File: config.mk
export PLATFORM = sky130hd
export DESIGN_NAME = pipe_hazard_ctrl
export DESIGN_NICKNAME = d
export VERILOG_FILES = /design/src/rtl/pipe_hazard_ctrl_pkg.sv /design/src/rtl/pipe_hazard_ctrl_md_seq.sv /design/src/rtl/pipe_hazard_ctrl.sv
export SDC_FILE = /design/constraint.sdc
export NUM_CORES = 1
export LEC_CHECK = 0
export ABC_AREA = 1
export BUFFER_PORTS_ARGS = -buffer_cell sky130_fd_sc_hd__clkbuf_2
export CORE_MARGIN = 2
export CORE_UTILIZATION = 35
export CTS_CLUSTER_SIZE = 16
export DETAILED_ROUTE_END_ITERATION = 16
export PLACE_DENSITY_LB_ADDON = 0.15
export SETUP_SLACK_MARGIN = 0.1
export SLEW_MARGIN = 20
export SYNTH_ARGS = -nofsm -noshare
export SYNTH_HDL_FRONTEND = slang
export SYNTH_HIERARCHICAL = 1
export SYNTH_SLANG_ARGS = --single-unit
File: constraint.sdc
create_clock -name clk -period 2.37 [get_ports clk]
set_input_delay 0.1185 -clock clk [delete_from_list [all_inputs] [get_ports clk]]
set_output_delay 0.1185 -clock clk [all_outputs]
set_load 0.005 [all_outputs]
File: src/rtl/pipe_hazard_ctrl_pkg.sv
// pipe_hazard_ctrl_pkg
//   Shared definitions for the pipeline hazard controller: the mul/div
//   sequencer state encoding and the default latencies and counter width.
//   No ports; imported by pipe_hazard_ctrl and pipe_hazard_ctrl_md_seq.
package pipe_hazard_ctrl_pkg;

  // Mul/div sequencer states. The encodings are fixed so that other
  // pipeline blocks can decode them.
  typedef enum logic [1:0] {
    MD_IDLE = 2'd0,
    MD_RUN  = 2'd1,
    MD_DONE = 2'd2
  } md_state_t;

  localparam int DEF_MUL_LAT = 4;
  localparam int DEF_DIV_LAT = 33;
  localparam int DEF_CNT_W   = 6;

endpackage

File: src/rtl/pipe_hazard_ctrl_md_seq.sv
// pipe_hazard_ctrl_md_seq
//   Mul/div occupancy sequencer. It freezes the EX stage while a multiply
//   or divide runs, then presents a DONE cycle in which the result is valid.
//   Ports:
//     clk, rset      clock and synchronous active-high reset
//     ex_md_start    EX holds a mul/div (level)
//     ex_md_is_div   1 = divide, 0 = multiply
//     exc_flush      exception flush, aborts any operation
//     mem_stall      data-memory wait is freezing the pipeline
//     md_hold        EX must be held (a bubble goes into EX-MEM)
//     md_busy        sequencer is in RUN
//     md_done        result valid this cycle
module pipe_hazard_ctrl_md_seq
  import pipe_hazard_ctrl_pkg::*;
#(
  parameter int MUL_LAT = DEF_MUL_LAT,
  parameter int DIV_LAT = DEF_DIV_LAT,
  parameter int CNT_W   = DEF_CNT_W
) (
  input  logic clk,
  input  logic rset,
  input  logic ex_md_start,
  input  logic ex_md_is_div,
  input  logic exc_flush,
  input  logic mem_stall,
  output logic md_hold,
  output logic md_busy,
  output logic md_done
);

  localparam logic [CNT_W-1:0] MUL_LOAD = CNT_W'(MUL_LAT - 1);
  localparam logic [CNT_W-1:0] DIV_LOAD = CNT_W'(DIV_LAT - 1);
  localparam logic [CNT_W-1:0] CNT_ONE  = CNT_W'(1);

  md_state_t        state;
  logic [CNT_W-1:0] cnt;

  // The IDLE cycle in which the op is first seen already counts as a stall
  // cycle, so the counter is loaded with LAT-1 and the op reaches DONE after
  // exactly LAT frozen cycles. The counter keeps running during a memory
  // wait. DONE is left when EX-MEM loads; outside an exception, which is
  // handled first, that is exactly when there is no memory wait, so
  // mem_stall is used directly and there is no path back from the top's
  // enable logic.
  always_ff @(posedge clk) begin
    if (rset || exc_flush) begin
      state <= MD_IDLE;
      cnt   <= '0;
    end else begin
      case (state)
        MD_IDLE: begin
          if (ex_md_start && !mem_stall) begin
            state <= MD_RUN;
            cnt   <= ex_md_is_div ? DIV_LOAD : MUL_LOAD;
          end
        end
        MD_RUN: begin
          cnt <= cnt - CNT_ONE;
          if (cnt == CNT_ONE) state <= MD_DONE;
        end
        MD_DONE: begin
          if (!mem_stall) state <= MD_IDLE;
        end
        default: begin
          state <= MD_IDLE;
          cnt   <= '0;
        end
      endcase
    end
  end

  // These outputs are combinational from the state and the inputs. They are
  // forced low during reset, and md_done is suppressed when an exception
  // flush discards the result.
  always_comb begin
    md_hold = !rset && ((state == MD_IDLE && ex_md_start) || state == MD_RUN);
    md_busy = !rset && (state == MD_RUN);
    md_done = !rset && !exc_flush && (state == MD_DONE);
  end

endmodule

File: src/rtl/pipe_hazard_ctrl.sv
// pipe_hazard_ctrl
//   Central stall/flush sequencer for the 5-stage pipeline. It resolves
//   exception flush, data-memory wait, mul/div hold, load-use and branch
//   redirect, in that priority order.
//   Ports:
//     clk, rset                      clock and synchronous active-high reset
//     id_load_use                    load-use hazard detected in ID
//     ex_md_start, ex_md_is_div      mul/div present in EX, and its kind
//     dmem_req, dmem_ack             data-memory request and completion
//     ex_redirect                    taken branch in EX (held until accepted)
//     exc_flush                      exception committed in MEM
//     pc_en, *_en                    stage register load enables
//     *_flush                        stage register loads a bubble
//     redirect_taken                 ex_redirect accepted this cycle
//     md_busy, md_done               mul/div sequencer status
module pipe_hazard_ctrl
  import pipe_hazard_ctrl_pkg::*;
#(
  parameter int MUL_LAT = DEF_MUL_LAT,
  parameter int DIV_LAT = DEF_DIV_LAT,
  parameter int CNT_W   = DEF_CNT_W
) (
  input  logic clk,
  input  logic rset,
  input  logic id_load_use,
  input  logic ex_md_start,
  input  logic ex_md_is_div,
  input  logic dmem_req,
  input  logic dmem_ack,
  input  logic ex_redirect,
  input  logic exc_flush,
  output logic pc_en,
  output logic if_id_en,
  output logic id_ex_en,
  output logic ex_mem_en,
  output logic mem_wb_en,
  output logic if_id_flush,
  output logic id_ex_flush,
  output logic ex_mem_flush,
  output logic mem_wb_flush,
  output logic redirect_taken,
  output logic md_busy,
  output logic md_done
);

  logic mem_stall;
  logic md_hold;

  assign mem_stall = dmem_req && !dmem_ack;

  pipe_hazard_ctrl_md_seq #(
    .MUL_LAT(MUL_LAT),
    .DIV_LAT(DIV_LAT),
    .CNT_W  (CNT_W)
  ) u_md_seq (
    .clk         (clk),
    .rset        (rset),
    .ex_md_start (ex_md_start),
    .ex_md_is_div(ex_md_is_div),
    .exc_flush   (exc_flush),
    .mem_stall   (mem_stall),
    .md_hold     (md_hold),
    .md_busy     (md_busy),
    .md_done     (md_done)
  );

  // Priority mux. A stage that is flushed also has its enable set, so that
  // "load a bubble" always looks the same to the stage register. A redirect
  // is accepted only when nothing above it is stalling; otherwise the
  // source keeps holding it.
  always_comb begin
    pc_en          = 1'b1;
    if_id_en       = 1'b1;
    id_ex_en       = 1'b1;
    ex_mem_en      = 1'b1;
    mem_wb_en      = 1'b1;
    if_id_flush    = 1'b0;
    id_ex_flush    = 1'b0;
    ex_mem_flush   = 1'b0;
    mem_wb_flush   = 1'b0;
    redirect_taken = 1'b0;
    if (rset) begin
      pc_en     = 1'b0;
      if_id_en  = 1'b0;
      id_ex_en  = 1'b0;
      ex_mem_en = 1'b0;
      mem_wb_en = 1'b0;
    end else if (exc_flush) begin
      if_id_flush  = 1'b1;
      id_ex_flush  = 1'b1;
      ex_mem_flush = 1'b1;
      mem_wb_flush = 1'b1;
    end else if (mem_stall) begin
      pc_en        = 1'b0;
      if_id_en     = 1'b0;
      id_ex_en     = 1'b0;
      ex_mem_en    = 1'b0;
      mem_wb_flush = 1'b1;
    end else if (md_hold) begin
      pc_en        = 1'b0;
      if_id_en     = 1'b0;
      id_ex_en     = 1'b0;
      ex_mem_flush = 1'b1;
    end else if (id_load_use) begin
      pc_en       = 1'b0;
      if_id_en    = 1'b0;
      id_ex_flush = 1'b1;
    end else if (ex_redirect) begin
      if_id_flush    = 1'b1;
      redirect_taken = 1'b1;
    end
  end

endmodule

# After elaboration in Yosys (flattened, before gate mapping)
# Cells that the tools add are included.
[totals]
register_bits = 8
input_bits = 9
out_inout_bits = 12
word_cells = 66
[op_classes]
add_sub_neg = 1
n_eq_ne = 6
mux = 40
bitwise_logic = 1
reduce_logical = 16
[ops]
columns = ["op", "n"]
rows = [
  ["two-way mux 1 bit", 33],
  ["one-hot mux 6 bit (3 select lines)", 1],
  ["two-way mux 6 bit", 2],
  ["logical AND 1 bit", 7],
  ["equality test 6 x 1 -> 1 bit, second input constant", 1],
  ["two-way mux 2 bit", 3],
  ["one-hot mux 2 bit (3 select lines)", 1],
  ["subtractor 6 x 1 -> 6 bit, second input constant", 1],
  ["logical NOT 1 bit", 4],
  ["inequality test 2 x 1 -> 1 bit, second input constant", 2],
  ["AND reduction 3 bit", 1],
  ["equality test 2 x 1 -> 1 bit, second input constant", 1],
  ["equality test 2 bit, second input constant", 1],
  ["logical NOT 2 bit", 1],
  ["logical OR 1 bit", 2],
  ["inequality test 2 bit, second input constant", 1],
  ["AND reduction 2 bit", 1],
  ["NOT 1 bit", 1],
]

# Longest topological paths before layout
# Gate-level depths: netlist (run 1).
[depth]
word_depth = 8
mapped_depth = 8
depth_no_buf = 8

# By module
# Netlist (run 1), hierarchy kept.
[modules_own_cells]
columns = ["module", "n_inst", "cells_per_inst", "area_each_um2", "seq_area_each_um2"]
rows = [
  ["pipe_hazard_ctrl_md_seq", 1, 78, 500.5, 160.2],
  ["pipe_hazard_ctrl", 1, 24, 122.6, 0.0],
]

# Worst setup path after synthesis (run 1)
# Ideal clock, no wire load.
[synth_path]
path_type = "flip-flop to output port"
startpoint = "register u_md_seq.state[0]"
endpoint = "output port pc_en"
arrival_time_ns = 1.087
setup_slack_ns = 1.164
stages_incl_launch_ff = 7
n_path_buf = 1
cell_sequence = "dfxtp_1 > inv_1 > a211oi_1 > nor2_2 > nand2_2 > o21bai_1 > buf_4"
[synth_between]
elab_chain_len = 8
[synth_rtl]
columns = ["element", "line", "rtl"]
rows = [
  ["from (decl)", "pipe_hazard_ctrl_md_seq.sv:35", "md_state_t state;"],
  ["from (signal assigned)", "pipe_hazard_ctrl_md_seq.sv:47", "state <= MD_IDLE;"],
  ["from (signal assigned)", "pipe_hazard_ctrl_md_seq.sv:53", "state <= MD_RUN;"],
  ["from (signal assigned)", "pipe_hazard_ctrl_md_seq.sv:59", "if (cnt == CNT_ONE) state <= MD_DONE;"],
  ["logical NOT 2 bit", "pipe_hazard_ctrl_md_seq.sv:76", "md_hold = !rset && ((state == MD_IDLE && ex_md_start) || state == MD_RUN);"],
  ["logical AND 1 bit", "pipe_hazard_ctrl_md_seq.sv:76", ""],
  ["logical OR 1 bit *", "pipe_hazard_ctrl_md_seq.sv:76", ""],
  ["logical AND 1 bit *", "pipe_hazard_ctrl_md_seq.sv:76", ""],
  ["named net md_hold", "pipe_hazard_ctrl.sv:47", "logic md_hold;"],
  ["two-way mux 1 bit * (4 in series)", "-", ""],
  ["to (decl)", "pipe_hazard_ctrl.sv:32", "output logic pc_en,"],
]
# Mark *: on every way through the listed nets, which the timed path passes. The rest lies on a longest branch.

# Final worst setup path (run 1)
[layout_path]
startpoint = "register u_md_seq.state[0]"
endpoint = "output port pc_en"
[layout_between]
elab_chain_len = 8
[layout_rtl]
columns = ["element", "line", "rtl"]
rows = [
  ["logical NOT 2 bit", "pipe_hazard_ctrl_md_seq.sv:76", ""],
  ["logical AND 1 bit", "pipe_hazard_ctrl_md_seq.sv:76", ""],
  ["logical OR 1 bit *", "pipe_hazard_ctrl_md_seq.sv:76", ""],
  ["logical AND 1 bit *", "pipe_hazard_ctrl_md_seq.sv:76", ""],
  ["named net md_hold", "pipe_hazard_ctrl.sv:47", ""],
  ["two-way mux 1 bit *", "pipe_hazard_ctrl.sv:99", "end else if (md_hold) begin"],
  ["two-way mux 1 bit *", "pipe_hazard_ctrl.sv:93", "end else if (mem_stall) begin"],
  ["two-way mux 1 bit *", "pipe_hazard_ctrl.sv:88", "end else if (exc_flush) begin"],
  ["two-way mux 1 bit *", "pipe_hazard_ctrl.sv:82", "if (rset) begin"],
]
# Marks and branches as above.

==> metrics, run 1 <==
status=finished, final reports clean; die height=46.2 um; fillcell total=182; delay of the slowest critical-path stage=370 ps; Worst Setup Path Type=reg -> out; H-tree depth=1; FF/Latch Area=160 sq um; Gate Count Post-Synth=102; layout cell share with drive strength beyond 1=0.298; Multi-input gate area=377 sq um; die width=46.2 um; Avg Cell Area, Syn=~6.1 sq um; largest net degree at the start of global routing=10; Sequential Power Share=0.400; Buf/Inv on CP=2; CTS max path bufs=2; Critical R2R Launch=u_md_seq/cnt[0]$_SDFFE_PN0P_; Pint=approximately 250 uW; hold violation count in the final report=0; startpoint types=flop; TritonCTS clock tree=built; slowest CP cell=dfxtp_1; Clk network pwr share=0.280; dpl hpwl=1140 um; final period utilization=0.624; DR iter-0 viols=11; post-cts resize count=0; max-cap violations=0; Reg clk slew, reported paths=~60 ps; Starting Density=0.365; static leakage power=between 0.0004 and 0.0005 uW; end of the worst register-to-register path=u_md_seq/cnt[1]$_SDFFE_PN0P_; Core Util, Final=0.451; CP arrival=1360 ps; area share of the leading cell type in the synthesized netlist=0.257; worst slew pin tran=465 ps; post-CTS setup repair buffer count=0; worst vdd ir=approximately 0.00026 V; PwrDens=480 nW/um^2; I/O pins=21; Area Overhead vs Synth=23.5%; Min-Delay Path Class=in -> reg; reg2reg path depth=5; sequential area share after synthesis=0.257; CP startpoint=u_md_seq/state[0]$_SDFFE_PN0P_; GRT Overall Usage=0.143; synthesized area=around 620 sq um; final WL=1420 um; Setup violations, final=0; Syn Nets=113; clock root buffer=clkbuf_4; Max Freq=676 MHz; router iterations before antenna repair=4; Critical Path Fanout Max=3; core box area=1710 sq um; vias in the first global route=551; post-route ant nets=0; Slew Limit Fails=0; delay-heaviest family, CP=compound AO/OA/AOI/OAI gates; hold buffers post-CTS=0; flops & latches, synth=8; number of distinct library cells after synthesis=20; count of cell instances traversed by the critical path=6; # diodes=0; switching share of total power=0.336; CTS Buf Count=3; minimum clock period=between 1000 and 1500 ps; Die Area=2130 sq um; initial antenna violation count=0; clock sinks=8; Routed WL per cell=9.54 um; via count=just under 700; Critical Path RT=2250 ps; combinational power share=0.320; grt ovf=0; Cell Chain, Critical Path=inv_1, a211oi_1, nor2_2, nand2_2, o21bai_1, clkbuf_2; Core Rows=15; Critical Path Sink Type=output pin; Nets=around 140; Reg2Reg Setup Slack=1240 ps; drc violations=0; post-synth top area cell=dfxtp_1; RSZ-0062 raised after global routing=no; Slew HR=0.689; Psw=124 uW; synth top area cells=dfxtp_1 26%, inv_1 11%, nand2_1 11%; Setup TNS Final=0 ps; worst skew pair latency=250 ps; clk_skew=3.67 ps; placer congestion estimate=0.770; CP endpoint=pc_en; Vias/cell=4.58; YS warnings=6; first-pass GRT wire length=approximately 2200 um; Port Buffers=20
## sequential cells by signal (all words and copies together) (netlist names)
| name | count |
|---|---|
| u_md_seq/cnt | 6 |
| u_md_seq/state | 2 |
## worst reg2reg max path: stages (launching register included)
cell	delay (ps)
dfxtp_1	350
inv_1	110
ha_1	310
o22ai_1	170
nor2_1	60
nor2_1	70
## cell usage in the layout (no fill, tap or decap)
cell / count
a211oi_1: 1
a21oi_1: 6
a21oi_2: 1
clkbuf_2: 20
clkbuf_4: 3
dfxtp_1: 8
ha_1: 2
inv_1: 19
inv_2: 2
nand2_1: 19
nand2_2: 3
nand2_4: 2
nand3_1: 6
nand4_1: 1
nor2_1: 15
nor2_2: 5
o21ai_0: 3
o21ai_1: 2
o21ai_2: 1
o21bai_1: 3
o22ai_1: 2
## per-layer routing
metal | up-vias | GRT usage | part of all wire
li1 | 362 | - | -
met1 | 293 | 0.161 | 0.46
met2 | 25 | 0.247 | 0.49
met3 | 2 | 0.0235 | 0.049
met4 | 0 | 0.0857 | 0.0084
met5 | - | 0 | 0
## layout make-up
class	instances	area share
inverters	21	0.102
repair buffers	20	0.130
well taps	25	0.0407
clock buffers	3	0.0293
flip-flops and latches	8	0.208
multi-input cells	72	0.489
## through the flow
step	cell area [sq um]	worst slack, ps	hold slack [ps]	cells	total power, uW
CTS	769	869	224	149	374
global route	769	777	274	149	397
finish	769	891	229	149	369
global placement	747	1170	461	146	267
detailed placement	747	1140	483	146	268
floorplan	623	1160	265	102	232
## cell usage after synthesis, drive strengths merged
master,instances
dfxtp,8
nand3,6
o22ai,2
ha,2
nand4,1
inv,21
o21ai,6
a21oi,7
nor2,20
nand2,24
o21bai,3
a211oi,1
buf,1
## power by group through the flow
stage	Sequential, uW	Combinational (uW)	Clock [uW]
floorplan	149	82.7	0
global placement	150	116	0
detailed placement	151	117	0
CTS	148	118	108
global route	149	133	115
finish	148	118	103
## worst min-delay path by stage
| stage | from | to | slack (ps) | cells past startpoint |
|---|---|---|---|---|
| final | ex_md_is_div | u_md_seq/cnt[1]$_SDFFE_PN0P_ | 230 | 4 |
| after CTS | ex_md_is_div | u_md_seq/cnt[1]$_SDFFE_PN0P_ | 220 | 4 |
| after floorplan | rset | mem_wb_flush | 260 | 1 |
| after detailed placement | exc_flush | redirect_taken | 480 | 3 |
| after global routing | ex_md_is_div | u_md_seq/cnt[0]$_SDFFE_PN0P_ | 270 | 4 |
| after global placement | ex_md_is_div | u_md_seq/cnt[0]$_SDFFE_PN0P_ | 460 | 4 |
## kinds of logic after synthesis
| family | synth area share |
|---|---|
| simple gates | 0.380 |
| fa+ha+maj | 0.0402 |
| buf+inv | 0.139 |
| compound gates | 0.185 |
| flops | 0.257 |
Note: power is estimated with default switching activity, not from simulation.
==> run 2: changes to the inputs <==
clock period = 1.45 ns   (was 2.37 ns; I/O delays follow)
==> run 2 against run 1 <==
Effect of this change: power grew 66%; register-to-register slack lost 1000 ps; critical path depth is the same; sequential power grew 64%; via count grew 2.6%; clock skew shrank 1.9 ps; routed wire length shrank 0.35%; hold slack lost 58 ps; largest cell class unchanged; largest power group unchanged; highest routed layer unchanged.
==> metrics, run 2 (synthesized netlist as in run 1, its figures left out) <==
Starting Density=0.365 (unchanged); commonest cells after routing, fill and taps aside=19 x nand2_1, 19 x clkbuf_2, 18 x inv_1, 15 x nor2_1 (was 20 x clkbuf_2, 19 x inv_1, 19 x nand2_1, 15 x nor2_1, 8 x dfxtp_1); PwrDens=761 nW/um^2 (was 480 nW/um^2); Routed WL per cell=9.32 um (was 9.54 um); Setup violations, final=0 (unchanged); TritonCTS clock tree=built (unchanged); layout cell share with drive strength beyond 1=0.346 (was 0.298); Biggest register=u_md_seq/cnt (unchanged); Slew Limit Fails=0 (unchanged); worst skew pair latency=250 ps (about the same); clock sinks=8 (unchanged); drc violations=0 (unchanged); Placement Cell Area=754 sq um (was 747 sq um); placer congestion estimate=0.774 (was 0.770); Setup TNS Final=0 ps (unchanged); # diodes=0 (unchanged); static leakage power=0.000425 uW (was 0.000407 uW); startpoint types=flop (unchanged); Slew HR=0.842 (was 0.689); core box area=1710 sq um (unchanged); Overall Power=614 uW (was 369 uW); delay of the slowest critical-path stage=330 ps (was 370 ps); grt ovf=0 (unchanged); post-route ant nets=0 (unchanged); WL met1=638 um (was 649 um); max-cap violations=0 (unchanged); Core Rows=15 (unchanged); router iterations before antenna repair=4 (unchanged); worst slew pin tran=237 ps (was 465 ps); Port Buffers=20 (unchanged); CP arrival=1200 ps (was 1360 ps); slowest CP cell=dfxtp_2 (was dfxtp_1); clk_skew=1.81 ps (was 3.67 ps); Cell Chain, Critical Path=inv_2, a211oi_4, nor2_2, nand2_2, o21bai_1, buf_2 (was inv_1, a211oi_1, nor2_2, nand2_2, o21bai_1, clkbuf_2); worst vdd ir=0.000580 V (was 0.000261 V); Critical Path Fanout Max=3 (unchanged); via count=700 (was 682); Max Freq=789 MHz; Min-Delay Path Class=in -> reg (unchanged); Highest Signal Layer=met4 (unchanged); largest net degree at the start of global routing=10 (unchanged); dpl hpwl=1150 um (was 1140 um); H-tree depth=1 (unchanged); minimum clock period=1270 ps; initial antenna violation count=0 (unchanged); Reg clk slew, reported paths=50 ps (was 60 ps); Vias/cell=4.61 (was 4.58); DR iter-0 viols=6 (was 11); Critical Path RT=1380 ps (was 2250 ps); Die Area=2130 sq um (unchanged); GRT Overall Usage=0.152 (was 0.143); I/O pins=21 (unchanged); Nets=140 (was 137); final WL=1420 um (about the same); final period utilization=0.874; Critical Path Sink Type=output pin (unchanged); clock root buffer=clkbuf_4 (unchanged); final instance area=807 sq um (was 769 sq um); Area Overhead vs Synth=29.5% (was 23.5%); hold violation count in the final report=0 (unchanged); vias in the first global route=574 (was 551); RSZ-0062 raised after global routing=yes (was no); met2 routed WL=694 um (was 690 um); Worst Setup Path Type=reg -> out (unchanged); die width=46.2 um (unchanged); Largest regs=u_md_seq/cnt (6), u_md_seq/state (2) (unchanged); first-pass GRT wire length=2290 um (was 2190 um); Routed met3 length=70 um (was 69 um); CTS Buf Count=3 (unchanged); max reg flops=6 (unchanged); final hold slack=171 ps (was 229 ps); status=finished, final reports clean (unchanged); die height=46.2 um (unchanged); CTS max path bufs=2 (unchanged)
run 2: changes by cell type in the layout (fill, tap and decap cells not counted):
cell / delta
a211oi_1: -1
a211oi_4: +1
buf_2: +1
buf_4: +3
clkbuf_2: -1
dfxtp_1: -2
dfxtp_2: +2
inv_1: -1
inv_2: +1
run 2: area by class of cell:
class | count | area, sq um
fill | 187 | 901
multi-input combinational | 72 | 389
sequential | 8 | 163
timing repair buffer | 23 | 123
inverter | 21 | 78.8
tap | 25 | 31.3
clock buffer | 3 | 22.5
run 2: metal layers:
layer  GRT usage  vias up
met5           0        -
met4       0.103        0
met3      0.0235        2
met2       0.267       21
met1       0.163      307
li1            -      370
run 2: critical path, delay by kind of cell (launching register included):
family	cells	cell delay [ps]
AND/OR/NAND/NOR	2	140
flip-flops	1	330
AO/OA/AOI/OAI	2	300
buffers and inverters	2	180
run 2: path summary, 6_finish.rpt:
kind	startpoint	cells past startpoint	endpoint	slack, ps
worst max register to register	u_md_seq/state[0]$_SDFFE_PN0P_	8	u_md_seq/cnt[1]$_SDFFE_PN0P_	230
worst min-delay path	exc_flush	4	u_md_seq/cnt[4]$_SDFFE_PN0P_	170
worst min register to register	u_md_seq/cnt[4]$_SDFFE_PN0P_	2	u_md_seq/cnt[4]$_SDFFE_PN0P_	530
worst max-delay path	u_md_seq/state[0]$_SDFFE_PN0P_	6	pc_en	180
run 2: timing repair:
action	4_1_cts	5_1_grt
resized for setup	2	4
hold buffers	0	0
setup buffers	1	1
setup endpoints to repair	7	7
pin swaps	1	4
run 2: power breakdown:
part,internal [uW],switching (uW)
Combinational,83.5,122
Sequential,232,10.0
Clock,94.5,71.9
run 2: per-stage QoR:
stage | util | setup slack (ps) | instances
6_report | 0.473 | 182 | 152
3_5_place_dp | 0.442 | 253 | 147
2_1_floorplan | - | 290 | 102
5_1_grt | 0.473 | 97.6 | 152
4_1_cts | 0.463 | 111 | 151
3_3_place_gp | 0.442 | 297 | 147
==> run 3: changes to the inputs <==
CORE_UTILIZATION = 47   (was 35)
==> run 3 against run 2 <==
Effect of this change: global-route usage rose by 5.3 points; clock skew grew 4.6 ps; first-iteration DRC count increased to 3.3 times the previous value; critical path depth is the same; sequential cell count stayed put; largest cell class unchanged; largest power group unchanged.
==> metrics, run 3 (synthesized netlist as in run 1, its figures left out) <==
Vias/cell=4.88 (was 4.61); Slew Limit Fails=0 (unchanged); via count=688 (was 700); initial antenna violation count=0 (unchanged); worst skew pair latency=260 ps (was 250 ps); Area Overhead vs Synth=28.1% (was 29.5%); worst vdd ir=0.000521 V (was 0.000580 V); grt ovf=0 (unchanged); Largest regs=u_md_seq/cnt (6), u_md_seq/state (2) (unchanged); delay-heaviest family, CP=flip-flops (unchanged); clock sinks=8 (unchanged); Cell Chain, Critical Path=inv_2, a211oi_4, nor2_2, nand2_2, o21bai_1, buf_2 (unchanged); CTS max path bufs=2 (unchanged); vias in the first global route=551 (was 574); slowest CP cell=dfxtp_2 (unchanged); Core Rows=13 (was 15); GRT Overall Usage=0.205 (was 0.152); DR iter-0 viols=20 (was 6); final instance area=798 sq um (was 807 sq um); Routed WL per cell=10.3 um (was 9.32 um); static leakage power=0.000424 uW (was 0.000425 uW); post-route ant nets=0 (unchanged); Setup violations, final=0 (unchanged); Critical Path RT=1380 ps (about the same); Critical Path Fanout Max=3 (unchanged); TritonCTS clock tree=built (unchanged); layout cell share with drive strength beyond 1=0.349 (was 0.346); Worst Setup Path Type=reg -> out (unchanged); router iterations before antenna repair=4 (unchanged); commonest cells after routing, fill and taps aside=19 x nand2_1, 19 x clkbuf_2, 18 x inv_1, 15 x nor2_1 (unchanged); PwrDens=791 nW/um^2 (was 761 nW/um^2); minimum clock period=1290 ps (was 1270 ps); die height=40.4 um (was 46.2 um); clock root buffer=clkbuf_4 (unchanged); I/O pins=21 (unchanged); Overall Power=631 uW (was 614 uW); dpl cells=137 (was 147); dpl hpwl=1090 um (was 1150 um); clk_skew=6.45 ps (was 1.81 ps); max reg flops=6 (unchanged); RSZ-0062 raised after global routing=yes (unchanged); Setup TNS Final=0 ps (unchanged); Slew HR=0.826 (was 0.842); fillcell total=129 (was 187); Min-Delay Path Class=in -> reg (unchanged); placer congestion estimate=0.740 (was 0.774); Buf/Inv on CP=2 (unchanged); final period utilization=0.891 (was 0.874); final WL=1460 um (was 1420 um); CP arrival=1220 ps (was 1200 ps); Port Buffers=20 (unchanged); Core Util, Final=0.629 (was 0.473); Critical Path Sink Type=output pin (unchanged); Placement Cell Area=742 sq um (was 754 sq um); startpoint types=flop (unchanged); max-cap violations=0 (unchanged); Starting Density=0.491 (was 0.365); hold violation count in the final report=0 (unchanged); first-pass GRT wire length=2190 um (was 2290 um); # diodes=0 (unchanged); core box area=1270 sq um (was 1710 sq um); CTS Buf Count=3 (unchanged); drc violations=0 (unchanged); Nets=139 (was 140); die width=40.4 um (was 46.2 um); Biggest register=u_md_seq/cnt (unchanged); delay of the slowest critical-path stage=340 ps (was 330 ps); Reg clk slew, reported paths=60 ps (was 50 ps); largest net degree at the start of global routing=10 (unchanged); worst slew pin tran=260 ps (was 237 ps); status=finished, final reports clean (unchanged); H-tree depth=1 (unchanged); Finished Layout Cells=141 (was 152); Die Area=1630 sq um (was 2130 sq um); Max Freq=774 MHz (was 789 MHz)
==> run 3: cell count changes in the layout (fill, tap and decap cells not counted), sizes merged <==
cell / before / now
buf: 4 / 3
==> run 3: stage by stage <==
| step | hold WS (ps) | setup WS, ps |
|---|---|---|
| final | 144 | 159 |
| after global routing | 157 | 85.4 |
| after CTS | 137 | 114 |
| after detailed placement | 395 | 274 |
| after global placement | 391 | 295 |
| after floorplan | 173 | 290 |
==> run 3: layout make-up <==
cell class / instances / area (sq um) / area share
Clock buffer: 3 / 22.5 / 0.0282
Inverter: 21 / 78.8 / 0.0987
Tap cell: 15 / 18.8 / 0.0235
Timing Repair Buffer: 22 / 115 / 0.144
Sequential cell: 8 / 163 / 0.204
Multi-Input combinational cell: 72 / 400 / 0.502
==> run 3: routing by layer <==
layer / vias to the layer above / wire length (um) / share of wire / track usage
met4: 0 / 6 / 0.0041 / 0.100
met3: 2 / 82 / 0.056 / 0.0500
met2: 21 / 701 / 0.48 / 0.321
met1: 299 / 666 / 0.46 / 0.258
li1: 366 / - / - / -
met5: - / 0 / 0 / 0
==> run 3: final timing paths <==
path	cells past startpoint	from	slack, ps	to
max	6	u_md_seq/state[0]$_SDFFE_PN0P_	160	id_ex_flush
min	4	exc_flush	140	u_md_seq/cnt[3]$_SDFFE_PN0P_
max reg2reg	5	u_md_seq/cnt[0]$_SDFFE_PN0P_	320	u_md_seq/cnt[1]$_SDFFE_PN0P_
min reg2reg	2	u_md_seq/cnt[4]$_SDFFE_PN0P_	540	u_md_seq/cnt[4]$_SDFFE_PN0P_
==> run 3: worst min-delay path, cell delays in order <==
cell and delay, ps:
clkbuf_2 100, nor2_1 80, nand2_1 70, a21oi_1 40
==> run 3: what timing repair did <==
| item | CTS | global route |
|---|---|---|
| buffers inserted | 1 | 0 |
| gates resized for setup | 2 | 5 |
| hold buffers | 0 | 0 |
| endpoints found under the setup margin | 7 | 7 |
| pin swaps | 1 | 4 |
==> run 3: report_power, final <==
group	total (uW)	internal (uW)	switching [uW]
combinational	207	83.4	123
clock	182	95.5	86.3
sequential	243	232	10.7
